`config.mk`:
```
export PLATFORM = sky130hd
export DESIGN_NAME = hiscore_ram_arbiter_flat
export DESIGN_NICKNAME = d
export VERILOG_FILES = /design/src/rtl/hiscore_ram_arbiter_if.sv /design/src/rtl/hiscore_ram_arbiter.sv /design/src/flat_wrapper.sv
export SDC_FILE = /design/constraint.sdc
export NUM_CORES = 1
export LEC_CHECK = 0
export BUFFER_PORTS_ARGS = -buffer_cell sky130_fd_sc_hd__buf_2
export CORE_AREA = 10 10 49 78
export DETAILED_ROUTE_END_ITERATION = 8
export DIE_AREA = 0 0 59 88
export GPL_TIMING_DRIVEN = 0
export HOLD_SLACK_MARGIN = 0.1
export PLACE_DENSITY = 0.78
export REMOVE_ABC_BUFFERS = 1
export SYNTH_ARGS = -nofsm -noshare
export SYNTH_HDL_FRONTEND = slang
export SYNTH_SLANG_ARGS = --single-unit
```
`constraint.sdc`:
```
create_clock -name clk -period 3.74 [get_ports clk]
set_input_delay 0.187 -clock clk [delete_from_list [all_inputs] [get_ports clk]]
set_output_delay 0.187 -clock clk [all_outputs]
set_load 0.01 [all_outputs]
```
`src/rtl/hiscore_ram_arbiter_if.sv`:
```
// Bus bundle shared by the game CPU, the hiscore engine, the work-RAM port and the arbiter.
interface hiscore_ram_arbiter_if #(
    parameter int AW = 10
);
    logic [AW-1:0] cpu_addr;
    logic [7:0]    cpu_dout;
    logic          cpu_we;
    logic [7:0]    cpu_din;
    logic          cpu_pause;

    logic          hs_req;
    logic          hs_gnt;
    logic [AW-1:0] hs_addr;
    logic [7:0]    hs_dout;
    logic          hs_we;
    logic [7:0]    hs_din;
    logic          hs_abort;

    logic [AW-1:0] ram_addr;
    logic [7:0]    ram_data;
    logic          ram_we;
    logic [7:0]    ram_q;

    modport slave (
        input  cpu_addr, cpu_dout, cpu_we, hs_req, hs_addr, hs_dout, hs_we, ram_q,
        output cpu_din, cpu_pause, hs_gnt, hs_din, hs_abort, ram_addr, ram_data, ram_we
    );

    modport master (
        output cpu_addr, cpu_dout, cpu_we, hs_req, hs_addr, hs_dout, hs_we, ram_q,
        input  cpu_din, cpu_pause, hs_gnt, hs_din, hs_abort, ram_addr, ram_data, ram_we
    );
endinterface

```
`src/rtl/hiscore_ram_arbiter.sv`:
```
// Work-RAM port arbiter between the game CPU and the hiscore load/save engine.
// Optional grant watchdog: define HISCORE_ARB_WATCHDOG_EN.
//
// state   | meaning
// IDLE    | CPU owns the port, waiting for hs_req
// PAUSE   | CPU paused, in-flight CPU cycle settling (SETTLE cycles)
// GRANT   | hiscore engine owns the port
// RELEASE | one dead cycle, CPU routed but writes blocked, still paused
// HOLDOFF | CPU runs unpaused for CPU_SLICE cycles before a new request
module hiscore_ram_arbiter #(
    parameter int AW        = 10,
    parameter int SETTLE    = 2,
    parameter int CPU_SLICE = 16,
    parameter int MAX_HOLD  = 1024
) (
    input logic                  clk,
    input logic                  reset_n,
    hiscore_ram_arbiter_if.slave bus
);
    typedef enum logic [2:0] {
        IDLE    = 3'd0,
        PAUSE   = 3'd1,
        GRANT   = 3'd2,
        RELEASE = 3'd3,
        HOLDOFF = 3'd4
    } state_t;

    localparam int CNT_MAX = (CPU_SLICE > SETTLE) ? CPU_SLICE : SETTLE;
    localparam int CNT_W   = $clog2(CNT_MAX + 1);
    localparam logic [CNT_W-1:0] SETTLE_LAST = CNT_W'(SETTLE - 1);
    localparam logic [CNT_W-1:0] SLICE_LAST  = CNT_W'((CPU_SLICE > 0) ? CPU_SLICE - 1 : 0);

    state_t           state_q, state_d;
    logic [CNT_W-1:0] cnt_q, cnt_d;
    logic             pause_q, gnt_q;
    logic             abort_blk;
    logic [AW-1:0]    addr_sel;

`ifdef HISCORE_ARB_WATCHDOG_EN
    localparam int HOLD_W = $clog2(MAX_HOLD + 1);
    localparam logic [HOLD_W-1:0] HOLD_LAST = HOLD_W'(MAX_HOLD - 1);
    logic [HOLD_W-1:0] hold_q, hold_d;
    logic              abort_q, abort_d;
    assign abort_blk = abort_q;
`else
    assign abort_blk = 1'b0;
`endif

    always_ff @(posedge clk or negedge reset_n) begin
        if (!reset_n) begin
            state_q <= IDLE;
            cnt_q   <= '0;
            pause_q <= 1'b0;
            gnt_q   <= 1'b0;
`ifdef HISCORE_ARB_WATCHDOG_EN
            hold_q  <= '0;
            abort_q <= 1'b0;
`endif
        end else begin
            state_q <= state_d;
            cnt_q   <= cnt_d;
            pause_q <= (state_d == PAUSE) || (state_d == GRANT) || (state_d == RELEASE);
            gnt_q   <= (state_d == GRANT);
`ifdef HISCORE_ARB_WATCHDOG_EN
            hold_q  <= hold_d;
            abort_q <= abort_d;
`endif
        end
    end

    always_comb begin
        state_d = state_q;
        cnt_d   = cnt_q;
`ifdef HISCORE_ARB_WATCHDOG_EN
        hold_d  = hold_q;
        abort_d = abort_q && bus.hs_req;
`endif
        case (state_q)
            IDLE: begin
                if (bus.hs_req && !abort_blk) begin
                    state_d = PAUSE;
                    cnt_d   = '0;
                end
            end
            PAUSE: begin
                // A withdrawn request wins over the final settle count.
                if (!bus.hs_req) begin
                    state_d = RELEASE;
                end else if (cnt_q == SETTLE_LAST) begin
                    state_d = GRANT;
`ifdef HISCORE_ARB_WATCHDOG_EN
                    hold_d  = '0;
`endif
                end else begin
                    cnt_d = cnt_q + 1'b1;
                end
            end
            GRANT: begin
                if (!bus.hs_req) begin
                    state_d = RELEASE;
`ifdef HISCORE_ARB_WATCHDOG_EN
                end else if (hold_q == HOLD_LAST) begin
                    state_d = RELEASE;
                    abort_d = 1'b1;
                end else begin
                    hold_d = hold_q + 1'b1;
`endif
                end
            end
            RELEASE: begin
                cnt_d   = '0;
                state_d = (CPU_SLICE > 0) ? HOLDOFF : IDLE;
            end
            HOLDOFF: begin
                if (cnt_q == SLICE_LAST) state_d = IDLE;
                else                     cnt_d   = cnt_q + 1'b1;
            end
            default: state_d = IDLE;
        endcase
    end

    // gnt_q doubles as the registered owner bit for the port mux.
    always_comb begin
        addr_sel     = bus.cpu_addr;
        bus.ram_data = bus.cpu_dout;
        bus.ram_we   = bus.cpu_we;
        if (gnt_q) begin
            addr_sel     = bus.hs_addr;
            bus.ram_data = bus.hs_dout;
            bus.ram_we   = bus.hs_we;
        end else if (state_q == RELEASE) begin
            bus.ram_we   = 1'b0;
        end
    end

    assign bus.ram_addr  = addr_sel;
    assign bus.cpu_din   = bus.ram_q;
    assign bus.hs_din    = bus.ram_q;
    assign bus.cpu_pause = pause_q;
    assign bus.hs_gnt    = gnt_q;
`ifdef HISCORE_ARB_WATCHDOG_EN
    assign bus.hs_abort  = abort_q;
`else
    assign bus.hs_abort  = 1'b0;
`endif
endmodule
```
`src/flat_wrapper.sv`:
```
// flat-port wrapper written by rule: the top's interface ports become plain ports
module hiscore_ram_arbiter_flat 
#(
    parameter int AW        = 10,
    parameter int SETTLE    = 2,
    parameter int CPU_SLICE = 16,
    parameter int MAX_HOLD  = 1024
)
  (clk, reset_n, bus_cpu_addr, bus_cpu_dout, bus_cpu_we, bus_hs_req, bus_hs_addr, bus_hs_dout, bus_hs_we, bus_ram_q, bus_cpu_din, bus_cpu_pause, bus_hs_gnt, bus_hs_din, bus_hs_abort, bus_ram_addr, bus_ram_data, bus_ram_we);
  hiscore_ram_arbiter_if #(.AW(AW)) bus_i ();
  input logic clk;
  input logic reset_n;
  input wire logic [$bits(bus_i.cpu_addr)-1:0] bus_cpu_addr;
  input wire logic [$bits(bus_i.cpu_dout)-1:0] bus_cpu_dout;
  input wire logic [$bits(bus_i.cpu_we)-1:0] bus_cpu_we;
  input wire logic [$bits(bus_i.hs_req)-1:0] bus_hs_req;
  input wire logic [$bits(bus_i.hs_addr)-1:0] bus_hs_addr;
  input wire logic [$bits(bus_i.hs_dout)-1:0] bus_hs_dout;
  input wire logic [$bits(bus_i.hs_we)-1:0] bus_hs_we;
  input wire logic [$bits(bus_i.ram_q)-1:0] bus_ram_q;
  output wire logic [$bits(bus_i.cpu_din)-1:0] bus_cpu_din;
  output wire logic [$bits(bus_i.cpu_pause)-1:0] bus_cpu_pause;
  output wire logic [$bits(bus_i.hs_gnt)-1:0] bus_hs_gnt;
  output wire logic [$bits(bus_i.hs_din)-1:0] bus_hs_din;
  output wire logic [$bits(bus_i.hs_abort)-1:0] bus_hs_abort;
  output wire logic [$bits(bus_i.ram_addr)-1:0] bus_ram_addr;
  output wire logic [$bits(bus_i.ram_data)-1:0] bus_ram_data;
  output wire logic [$bits(bus_i.ram_we)-1:0] bus_ram_we;
  assign bus_i.cpu_addr = bus_cpu_addr;
  assign bus_i.cpu_dout = bus_cpu_dout;
  assign bus_i.cpu_we = bus_cpu_we;
  assign bus_i.hs_req = bus_hs_req;
  assign bus_i.hs_addr = bus_hs_addr;
  assign bus_i.hs_dout = bus_hs_dout;
  assign bus_i.hs_we = bus_hs_we;
  assign bus_i.ram_q = bus_ram_q;
  assign bus_cpu_din = bus_i.cpu_din;
  assign bus_cpu_pause = bus_i.cpu_pause;
  assign bus_hs_gnt = bus_i.hs_gnt;
  assign bus_hs_din = bus_i.hs_din;
  assign bus_hs_abort = bus_i.hs_abort;
  assign bus_ram_addr = bus_i.ram_addr;
  assign bus_ram_data = bus_i.ram_data;
  assign bus_ram_we = bus_i.ram_we;
  hiscore_ram_arbiter #(.AW(AW), .SETTLE(SETTLE), .CPU_SLICE(CPU_SLICE), .MAX_HOLD(MAX_HOLD)) u_core (.clk(clk), .reset_n(reset_n), .bus(bus_i));
endmodule
```
==> impl_results.rst, run 1 <==
.. list-table::
   :header-rows: 1

   * - Metric
     - Value
   * - Run status
     - complete, no violations
   * - CP Launch Point
     - u_core.cnt_q[0]
   * - Share of synthesized area occupied by flip-flops and latches
     - a little over a quarter
   * - Minimum period implied by the final worst setup slack
     - between 2 and 2.5 ns
   * - I/O pin count
     - 87
   * - Hold path startpoint
     - bus_hs_req
   * - Area Growth Syn to Fin
     - 27.7%
   * - Kind of capture point of the worst setup path
     - flip-flop
   * - Count of filler cells inserted in the layout
     - 238
   * - Sequential cell area in the final layout
     - roughly 250 um2
   * - Total of buffers placed on input and output ports
     - 61
   * - Initial antenna violation count
     - 0
   * - Worst-case hold slack
     - 0.218 ns
   * - Family of cells with the greatest summed delay on the critical path
     - simple AND/OR/NAND/NOR gates
   * - Top fanout value on the critical path
     - 5
   * - Largest clock skew in the final design
     - 0.00656 ns
   * - Height of the chip
     - 88 um
   * - CTS tree
     - done
   * - Number of cells produced by synthesis
     - 97
   * - Transition time at the pin with the least slew margin
     - 0.723 ns
   * - CP max stage cell
     - sky130_fd_sc_hd__nor4b_1
   * - X dimension of the die
     - 59 um
   * - DR DRC count
     - 0
   * - Routed wire length per instance
     - 16.9 um
   * - Count of inserted antenna diode cells
     - 0
   * - Drt first pass iters
     - 4
   * - VDD IR-drop max
     - about 0.22 mV
   * - Worst slack at placement
     - about 1.7 ns
   * - Timing-limited maximum frequency
     - 0.484 GHz
   * - Cell Chain, Critical Path
     - ha_1 > and3_1 > ha_1 > nor4b_1 > a31o_4 > nor2b_4 > mux2_2
   * - CTS Buf Count
     - 3
   * - Mapped Area
     - 936 um2
   * - Post-CTS Setup Bufs
     - 0
   * - Routed wire length
     - 2850 um
   * - Worst reg2reg startpoint
     - u_core.cnt_q[0]
   * - Post-Route Setup TNS
     - 0 ns
   * - Maximum number of pins on one net before global-route repair
     - 22
   * - Hold/Removal Path Class
     - in2reg
   * - Post-cts gate resize count
     - 0
   * - Dominant cells by area after synthesis
     - sky130_fd_sc_hd__dfrtp_1 27%, sky130_fd_sc_hd__mux2_2 25%, sky130_fd_sc_hd__buf_4 14%, sky130_fd_sc_hd__ha_1 4.0%, sky130_fd_sc_hd__nand2b_1 2.7%
   * - Period utilisation layout
     - 55.3%
   * - Setup slack of the critical path after layout
     - 1.67 ns
   * - Critical Path AT
     - 2.19 ns
   * - CTS H-Tree Depth
     - 1
   * - Iteration-0 DRC Markers
     - 7
   * - Detailed placement HPWL
     - 2460 um
   * - Netlist cell types
     - 29
   * - Remaining Overflow, GRT
     - 0
   * - Required time at the endpoint of the critical path
     - a little under 4 ns
   * - Detail Route Antenna Nets
     - 0
   * - Post-route core utilization
     - 47.4%
   * - Vias per cell
     - 5.24
   * - Final count of negative-setup-slack endpoints
     - 0
   * - Worst slew margin relative to its limit
     - 51.8%
   * - Multi-input logic area
     - around 530 um2
   * - Startpoint Class
     - flip-flop
   * - Unrepaired setup endpoints after global routing
     - no
   * - Static leakage power
     - around 0.00064 uW
   * - Final hold violation count
     - 0
   * - Clock tree root buffer cell
     - sky130_fd_sc_hd__clkbuf_8
   * - Number of cell rows
     - 24
   * - Power density cells
     - between 500 and 600 mW/mm2
   * - Overall fraction of global-route tracks in use
     - 10.0%
   * - Flops & latches, synth
     - 10
   * - Synthesized area per cell
     - between 9 and 10 um2
   * - Wire length of the first global-routing pass
     - 4150 um
   * - Number of max-slew violations in the final report
     - 0
   * - Synth warn
     - 0
   * - Max incr delay on CP
     - 0.43 ns
   * - CTS Hold Bufs
     - 1
   * - Via count
     - 880
   * - WS Path Type
     - reg2reg
   * - Area share of the largest cell type after synthesis
     - between 20% and 30%
   * - Number of global-route vias before repair
     - around 830
   * - Number of sinks driven by the clock tree
     - 10
   * - Die area
     - slightly above 0.005 mm2
   * - Initial core utilization
     - 37.1%
   * - # Max-Cap Violations
     - 0
   * - Fraction of final layout cells with drive strength greater than 1
     - between 60% and 70%
   * - Post-CTS clock slew at the launch and capture registers of the worst setup and hold paths
     - 0.05 ns
   * - Number of nets in the finished design
     - 195
   * - CP dominant cell by count
     - sky130_fd_sc_hd__ha_1
   * - Cell accounting for the most synthesized area
     - sky130_fd_sc_hd__dfrtp_1
   * - Insertion delay of the later-clocked pin in the worst-skew pair
     - 0.24 ns
   * - Floorplan Core Area
     - 0.00252 mm2
   * - Routability congestion estimate from global placement
     - 0.804
   * - Count of buffer and inverter cells on the critical path
     - 0
   * - Max clock buf depth
     - 2
-- final timing paths --
check	end	slack, ns	cells after the start
min in group asynchronous	u_core.state_q[2]	0.35	2
hold reg to reg	u_core.cnt_q[4]	0.56	1
setup / recovery	u_core.cnt_q[1]	1.67	7
hold / removal	u_core.state_q[0]	0.22	2
max in group asynchronous	u_core.bus.cpu_pause	3.19	2
setup reg to reg	u_core.cnt_q[1]	1.67	7
-- routing by layer --
metal | vias to the layer above | global-route usage (%) | share of wire, %
met5 | - | 0 | 0
met3 | 3 | 7.97 | 21
li1 | 403 | - | -
met1 | 388 | 8.48 | 35
met2 | 86 | 16.7 | 43
met4 | 0 | 4.40 | 1.3
-- where the power goes --
part,switching [uW],internal (uW),total [uW]
sequential,65.0,140,205
clock,43.3,92.6,136
combinational,149,194,344
-- synthesized netlist by cell type (all sizes together) --
library cell	n
mux2i	2
ha	3
nor3	1
or2	1
buf	18
clkbuf	3
o21a	1
o21bai	2
nor2b	3
and3	1
a31o	1
nor2	6
nand4	1
or3b	1
or4b	1
nand2	5
conb	1
inv	3
a221oi	1
mux2	21
a21o	1
nor4b	1
o21ai	2
a21oi	2
xor2	1
nand2b	4
dfrtp	10
-- metrics by stage --
step           cell area [um2]  cells  power (uW)
3_5_place_dp              1130    163         553
3_3_place_gp              1130    163         539
2_1_floorplan              792     76         436
5_1_grt                   1190    168         741
6_report                  1190    168         684
4_1_cts                   1190    168         693
-- state kept, by name, summed over array words and instances, names as in the netlist --
signal                flops
u_core.bus.cpu_pause      1
u_core.bus.hs_gnt         1
u_core.cnt_q              5
u_core.state_q            3
-- cells by family (layout without fill, tap and decap cells) --
group | count (synthesis) | in the layout | synth area share (%)
muxes | 23 | 23 | 27.4
xor gates and xnor gates | 1 | 1 | 0.936
and+or+nand+nor | 25 | 25 | 15.8
AOI/OAI and AO/OA | 10 | 10 | 8.16
other | 1 | 1 | 0.401
adders and majority gates | 3 | 3 | 4.01
buffers and inverters | 24 | 69 | 16.6
DFF | 10 | 10 | 26.7
-- cell type report --
class	instances	area share, %
flip-flops and latches	10	20.9
clock buffers	4	4.61
multi-input cells	63	44.4
inverters	3	0.942
repair buffers	62	26.4
well taps	26	2.72
-- placed cells by master (no fill, tap or decap), types with 2 or more instances in the layout --
master	count
sky130_fd_sc_hd__buf_2	61
sky130_fd_sc_hd__mux2_2	21
sky130_fd_sc_hd__dfrtp_1	10
sky130_fd_sc_hd__nor2_1	6
sky130_fd_sc_hd__nand2_1	5
sky130_fd_sc_hd__nand2b_1	4
sky130_fd_sc_hd__clkbuf_8	4
sky130_fd_sc_hd__inv_1	3
sky130_fd_sc_hd__ha_1	3
sky130_fd_sc_hd__o21bai_1	2
sky130_fd_sc_hd__nor2b_1	2
sky130_fd_sc_hd__a21oi_1	2
sky130_fd_sc_hd__o21ai_0	2
sky130_fd_sc_hd__mux2i_1	2
Power figures use the tool's default switching activity.
==> inputs of run 2 (changes only) <==
- ABC_AREA: not set -> 1
- CORE_AREA: 10 10 49 78 -> 10 10 50 81
- DIE_AREA: 0 0 59 88 -> 0 0 60 91
- PLACE_DENSITY: 0.78 -> 0.74
- clock period: 3.74 -> 2 ns (I/O delays scaled with it)
==> impl_results.rst, run 2 <==
.. list-table::
   :header-rows: 1

   * - Metric
     - Value
   * - CTS tree
     - done (unchanged)
   * - Family of cells with the greatest summed delay on the critical path
     - simple AND/OR/NAND/NOR gates (unchanged)
   * - Number of flip-flops under the largest register name
     - 5 (unchanged)
   * - Count of inserted antenna diode cells
     - 0 (unchanged)
   * - Minimum period implied by the final worst setup slack
     - 1.60 ns (was 2.07 ns)
   * - Run status
     - complete, no violations (unchanged)
   * - Required time at the endpoint of the critical path
     - 2.12 ns (was 3.86 ns)
   * - Synthesized area per cell
     - 6.12 um2 (was 9.65 um2)
   * - Final count of negative-setup-slack endpoints
     - 0 (unchanged)
   * - Share of synthesized area occupied by flip-flops and latches
     - 26.2% (was 26.7%)
   * - CTS Buf Count
     - 3 (unchanged)
   * - X dimension of the die
     - 60 um (was 59 um)
   * - Unrepaired setup endpoints after global routing
     - no (unchanged)
   * - Reg with most FFs
     - u_core.cnt_q (unchanged)
   * - Number of max-slew violations in the final report
     - 0 (unchanged)
   * - Max clock buf depth
     - 2 (unchanged)
   * - Hold/Removal Path Class
     - in2out (was in2reg)
   * - Flops & latches, synth
     - 10 (unchanged)
   * - Die area
     - 0.00546 mm2 (was 0.00519 mm2)
   * - Iteration-0 DRC Markers
     - 21 (was 7)
   * - CTS H-Tree Depth
     - 1 (unchanged)
   * - Static leakage power
     - 0.000766 uW (was 0.000638 uW)
   * - Worst reg2reg startpoint
     - u_core.cnt_q[0] (unchanged)
   * - Number of nets in the finished design
     - 255 (was 195)
   * - Cell with the most instances after synthesis
     - sky130_fd_sc_hd__nand2_1 (was sky130_fd_sc_hd__mux2_2)
   * - Vias per cell
     - 4.65 (was 5.24)
   * - Most common cell after layout, fill and taps aside
     - sky130_fd_sc_hd__nand2_1 (was sky130_fd_sc_hd__buf_2)
   * - WS Path Type
     - reg2reg (unchanged)
   * - Number of stages on the worst hold path
     - 0 (was 2)
   * - Number of cell rows
     - 25 (was 24)
   * - Detailed placement HPWL
     - 2500 um (was 2460 um)
   * - Reg-to-reg critical path endpoint
     - u_core.cnt_q[2] (was u_core.cnt_q[1])
   * - Kind of capture point of the worst setup path
     - flip-flop (unchanged)
   * - Hold Path Sink
     - bus_hs_din[0] (was u_core.state_q[0])
   * - Netlist cell types
     - 20 (was 29)
   * - # Max-Cap Violations
     - 0 (unchanged)
   * - Number of global-route vias before repair
     - 1068 (was 832)
   * - Dominant cells by area after synthesis
     - sky130_fd_sc_hd__nand2_1 31%, sky130_fd_sc_hd__dfrtp_1 26%, sky130_fd_sc_hd__buf_4 13%, sky130_fd_sc_hd__nand3_1 6.3%, sky130_fd_sc_hd__ha_1 3.9% (was sky130_fd_sc_hd__dfrtp_1 27%, sky130_fd_sc_hd__mux2_2 25%, sky130_fd_sc_hd__buf_4 14%, sky130_fd_sc_hd__ha_1 4.0%, sky130_fd_sc_hd__nand2b_1 2.7%)
   * - CP Launch Point
     - u_core.cnt_q[0] (unchanged)
   * - Post-synth EDFFs
     - 0 (unchanged)
   * - Hold path startpoint
     - bus_ram_q[0] (was bus_hs_req)
   * - Routability congestion estimate from global placement
     - 0.817 (was 0.804)
   * - CP max stage cell
     - sky130_fd_sc_hd__dfrtp_1 (was sky130_fd_sc_hd__nor4b_1)
   * - Mapped Area
     - 955 um2 (was 936 um2)
   * - Height of the chip
     - 91 um (was 88 um)
   * - Timing-limited maximum frequency
     - 0.626 GHz (was 0.484 GHz)
   * - Depth of the worst register-to-register path
     - 12 (was 7)
   * - Cell accounting for the most synthesized area
     - sky130_fd_sc_hd__nand2_1 (was sky130_fd_sc_hd__dfrtp_1)
   * - Initial core utilization
     - 35.5% (was 37.1%)
   * - Floorplan Core Area
     - 0.00269 mm2 (was 0.00252 mm2)
   * - Wire length of the first global-routing pass
     - 4750 um (was 4150 um)
   * - Post-CTS clock slew at the launch and capture registers of the worst setup and hold paths
     - 0.05 ns (about the same)
   * - Fraction of final layout cells with drive strength greater than 1
     - 37.6% (was 63.4%)
   * - Count of filler cells inserted in the layout
     - 295 (was 238)
   * - Setup slack of the critical path after layout
     - 0.401 ns (was 1.67 ns)
   * - Count of buffer and inverter cells on the critical path
     - 1 (was 0)
   * - Critical Path AT
     - 1.72 ns (was 2.19 ns)
   * - Post-Route Setup TNS
     - 0 ns (unchanged)
   * - Power density cells
     - 1100 mW/mm2 (was 572 mW/mm2)
   * - Max incr delay on CP
     - 0.44 ns (was 0.43 ns)
   * - Most used cells in the layout excluding fill and tap cells
     - 79 x sky130_fd_sc_hd__nand2_1, 61 x sky130_fd_sc_hd__buf_2, 12 x sky130_fd_sc_hd__nand3_1, 9 x sky130_fd_sc_hd__dfrtp_1, 8 x sky130_fd_sc_hd__inv_1 (was 61 x sky130_fd_sc_hd__buf_2, 21 x sky130_fd_sc_hd__mux2_2, 10 x sky130_fd_sc_hd__dfrtp_1, 6 x sky130_fd_sc_hd__nor2_1, 5 x sky130_fd_sc_hd__nand2_1)
   * - Largest clock skew in the final design
     - 0.00622 ns (was 0.00656 ns)
   * - Drt first pass iters
     - 4 (unchanged)
   * - CP dominant cell by count
     - sky130_fd_sc_hd__nand2_1 (was sky130_fd_sc_hd__ha_1)
   * - Area Growth Syn to Fin
     - 27.7% (about the same)
   * - Most used standard cells in the synthesized netlist
     - 79 x sky130_fd_sc_hd__nand2_1, 17 x sky130_fd_sc_hd__buf_4, 12 x sky130_fd_sc_hd__nand3_1 (was 21 x sky130_fd_sc_hd__mux2_2, 17 x sky130_fd_sc_hd__buf_4, 10 x sky130_fd_sc_hd__dfrtp_1)
   * - Main flop type after synthesis
     - sky130_fd_sc_hd__dfrtp_1 (unchanged)
   * - Share of synthesized registers carrying an async set or reset
     - 100% (unchanged)
   * - DR DRC count
     - 0 (unchanged)
   * - Cell Chain, Critical Path
     - ha_1 > nand2_1 > nor2_1 > ha_1 > nand2_1 > nand2_1 > nand2_1 > nand2_2 > inv_4 > nand2_4 > nand2_1 > nand2_1 (was ha_1 > and3_1 > ha_1 > nor4b_1 > a31o_4 > nor2b_4 > mux2_2)
   * - Maximum number of pins on one net before global-route repair
     - 22 (unchanged)
   * - I/O pin count
     - 87 (unchanged)
   * - Routed wire length
     - 2930 um (was 2850 um)
   * - Period utilisation layout
     - 79.9% (was 55.3%)
   * - Worst setup slack for register-to-register paths
     - 0.40 ns (was 1.67 ns)
   * - Remaining Overflow, GRT
     - 0 (unchanged)
   * - Startpoint Class
     - flip-flop (unchanged)
   * - Area share of the largest cell type after synthesis
     - 31.1% (was 26.7%)
   * - Registers with the most flip-flops
     - u_core.cnt_q (5), u_core.state_q (3) (unchanged)
   * - Final hold violation count
     - 0 (unchanged)
   * - Insertion delay of the later-clocked pin in the worst-skew pair
     - 0.24 ns (about the same)
   * - Routed wire length per instance
     - 12.8 um (was 16.9 um)
   * - Via count
     - 1065 (was 880)
   * - Top fanout value on the critical path
     - 6 (was 5)
   * - Synth warn
     - 0 (unchanged)
   * - Clock tree root buffer cell
     - sky130_fd_sc_hd__clkbuf_8 (unchanged)
   * - Total of buffers placed on input and output ports
     - 61 (unchanged)
   * - Number of sinks driven by the clock tree
     - 10 (unchanged)
   * - Detail Route Antenna Nets
     - 0 (unchanged)
   * - Worst slack at placement
     - 0.138 ns (was 1.69 ns)
   * - Number of cells produced by synthesis
     - 156 (was 97)
   * - VDD IR-drop max
     - 0.575 mV (was 0.224 mV)
   * - Overall fraction of global-route tracks in use
     - 10.4% (was 10.0%)
   * - Initial antenna violation count
     - 0 (unchanged)
## run 2: changes by cell type after synthesis, sizes merged, moves of 2 or more
cell,previous run,this run
nand3b,0,2
nand2,5,84
clkbuf,3,0
mux2i,2,0
nor2b,3,0
nand2b,4,0
buf,18,20
mux2,21,0
nand3,0,12
inv,3,10
nor2,6,9
o21bai,2,0
## run 2: repair_timing
action | in CTS | in global routing
hold endpoints to repair | 10 | 0
hold buffers | 1 | 0
endpoints found under the setup margin | 19 | 1
setup buffers | 0 | 0
pin swaps | 0 | 0
resized for setup | 1 | 1
## run 2: final cells by class
| type | instances | area, um2 | share of cell area, % |
|---|---|---|---|
| well taps | 27 | 33.8 | 2.77 |
| clock buffers | 4 | 55.1 | 4.52 |
| flip-flops and latches | 10 | 251 | 20.6 |
| repair buffers | 62 | 315 | 25.9 |
| multi-input cells | 115 | 518 | 42.5 |
| inverters | 11 | 45.0 | 3.70 |
## run 2: how the worst max path moves through the flow
stage	slack, ns	cells after the start	end
2_1_floorplan	0.51	3	bus_ram_we
3_3_place_gp	0.10	4	bus_ram_we
3_5_place_dp	0.14	4	bus_ram_we
4_1_cts	0.14	4	bus_ram_we
5_1_grt	0.16	12	u_core.cnt_q[2]
6_report	0.40	12	u_core.cnt_q[2]
## run 2: metal layers
layer,global-route usage [%],part of all wire (%),up-vias
met5,0,0,-
met4,3.76,1.2,0
met3,8.37,22,3
met2,17.2,43,81
met1,9.02,34,432
li1,-,-,549
## run 2: power breakdown
| part | total (uW) | internal, uW | switching, uW |
|---|---|---|---|
| logic | 727 | 278 | 449 |
| registers | 362 | 267 | 94.9 |
| clock network | 255 | 173 | 81.8 |
| total | 1340 | 719 | 626 |
## run 2: logic make-up after synthesis
kind of cell | synth area share, %
flip-flops | 26.2
AND/OR/NAND/NOR | 48.0
other | 0.393
adder cells (fa/ha/maj) | 3.93
XOR/XNOR | 0.918
AO/OA/AOI/OAI | 1.05
buffers and inverters | 19.5
## run 2: per-stage QoR
| step | total power [uW] | hold WS, ns | std cells | area [um2] | util, % |
|---|---|---|---|---|---|
| finish | 1340 | 0.200 | 229 | 1220 | 45.3 |
| global route | 1520 | 0.200 | 229 | 1220 | 45.3 |
| CTS | 1370 | 0.200 | 229 | 1220 | 45.3 |
| detailed placement | 1100 | -0.0319 | 224 | 1150 | 42.8 |
| global placement | 1090 | -0.0316 | 224 | 1150 | 42.8 |
| floorplan | 856 | -0.196 | 136 | 812 | - |
## run 2: worst register-to-register path, delay by kind of cell, from the launching register on
| kind | cells | cell delay [ns] |
|---|---|---|
| adders and majority gates | 2 | 0.43 |
| and+or+nand+nor | 9 | 0.54 |
| DFF | 1 | 0.44 |
| buffers and inverters | 1 | 0.08 |
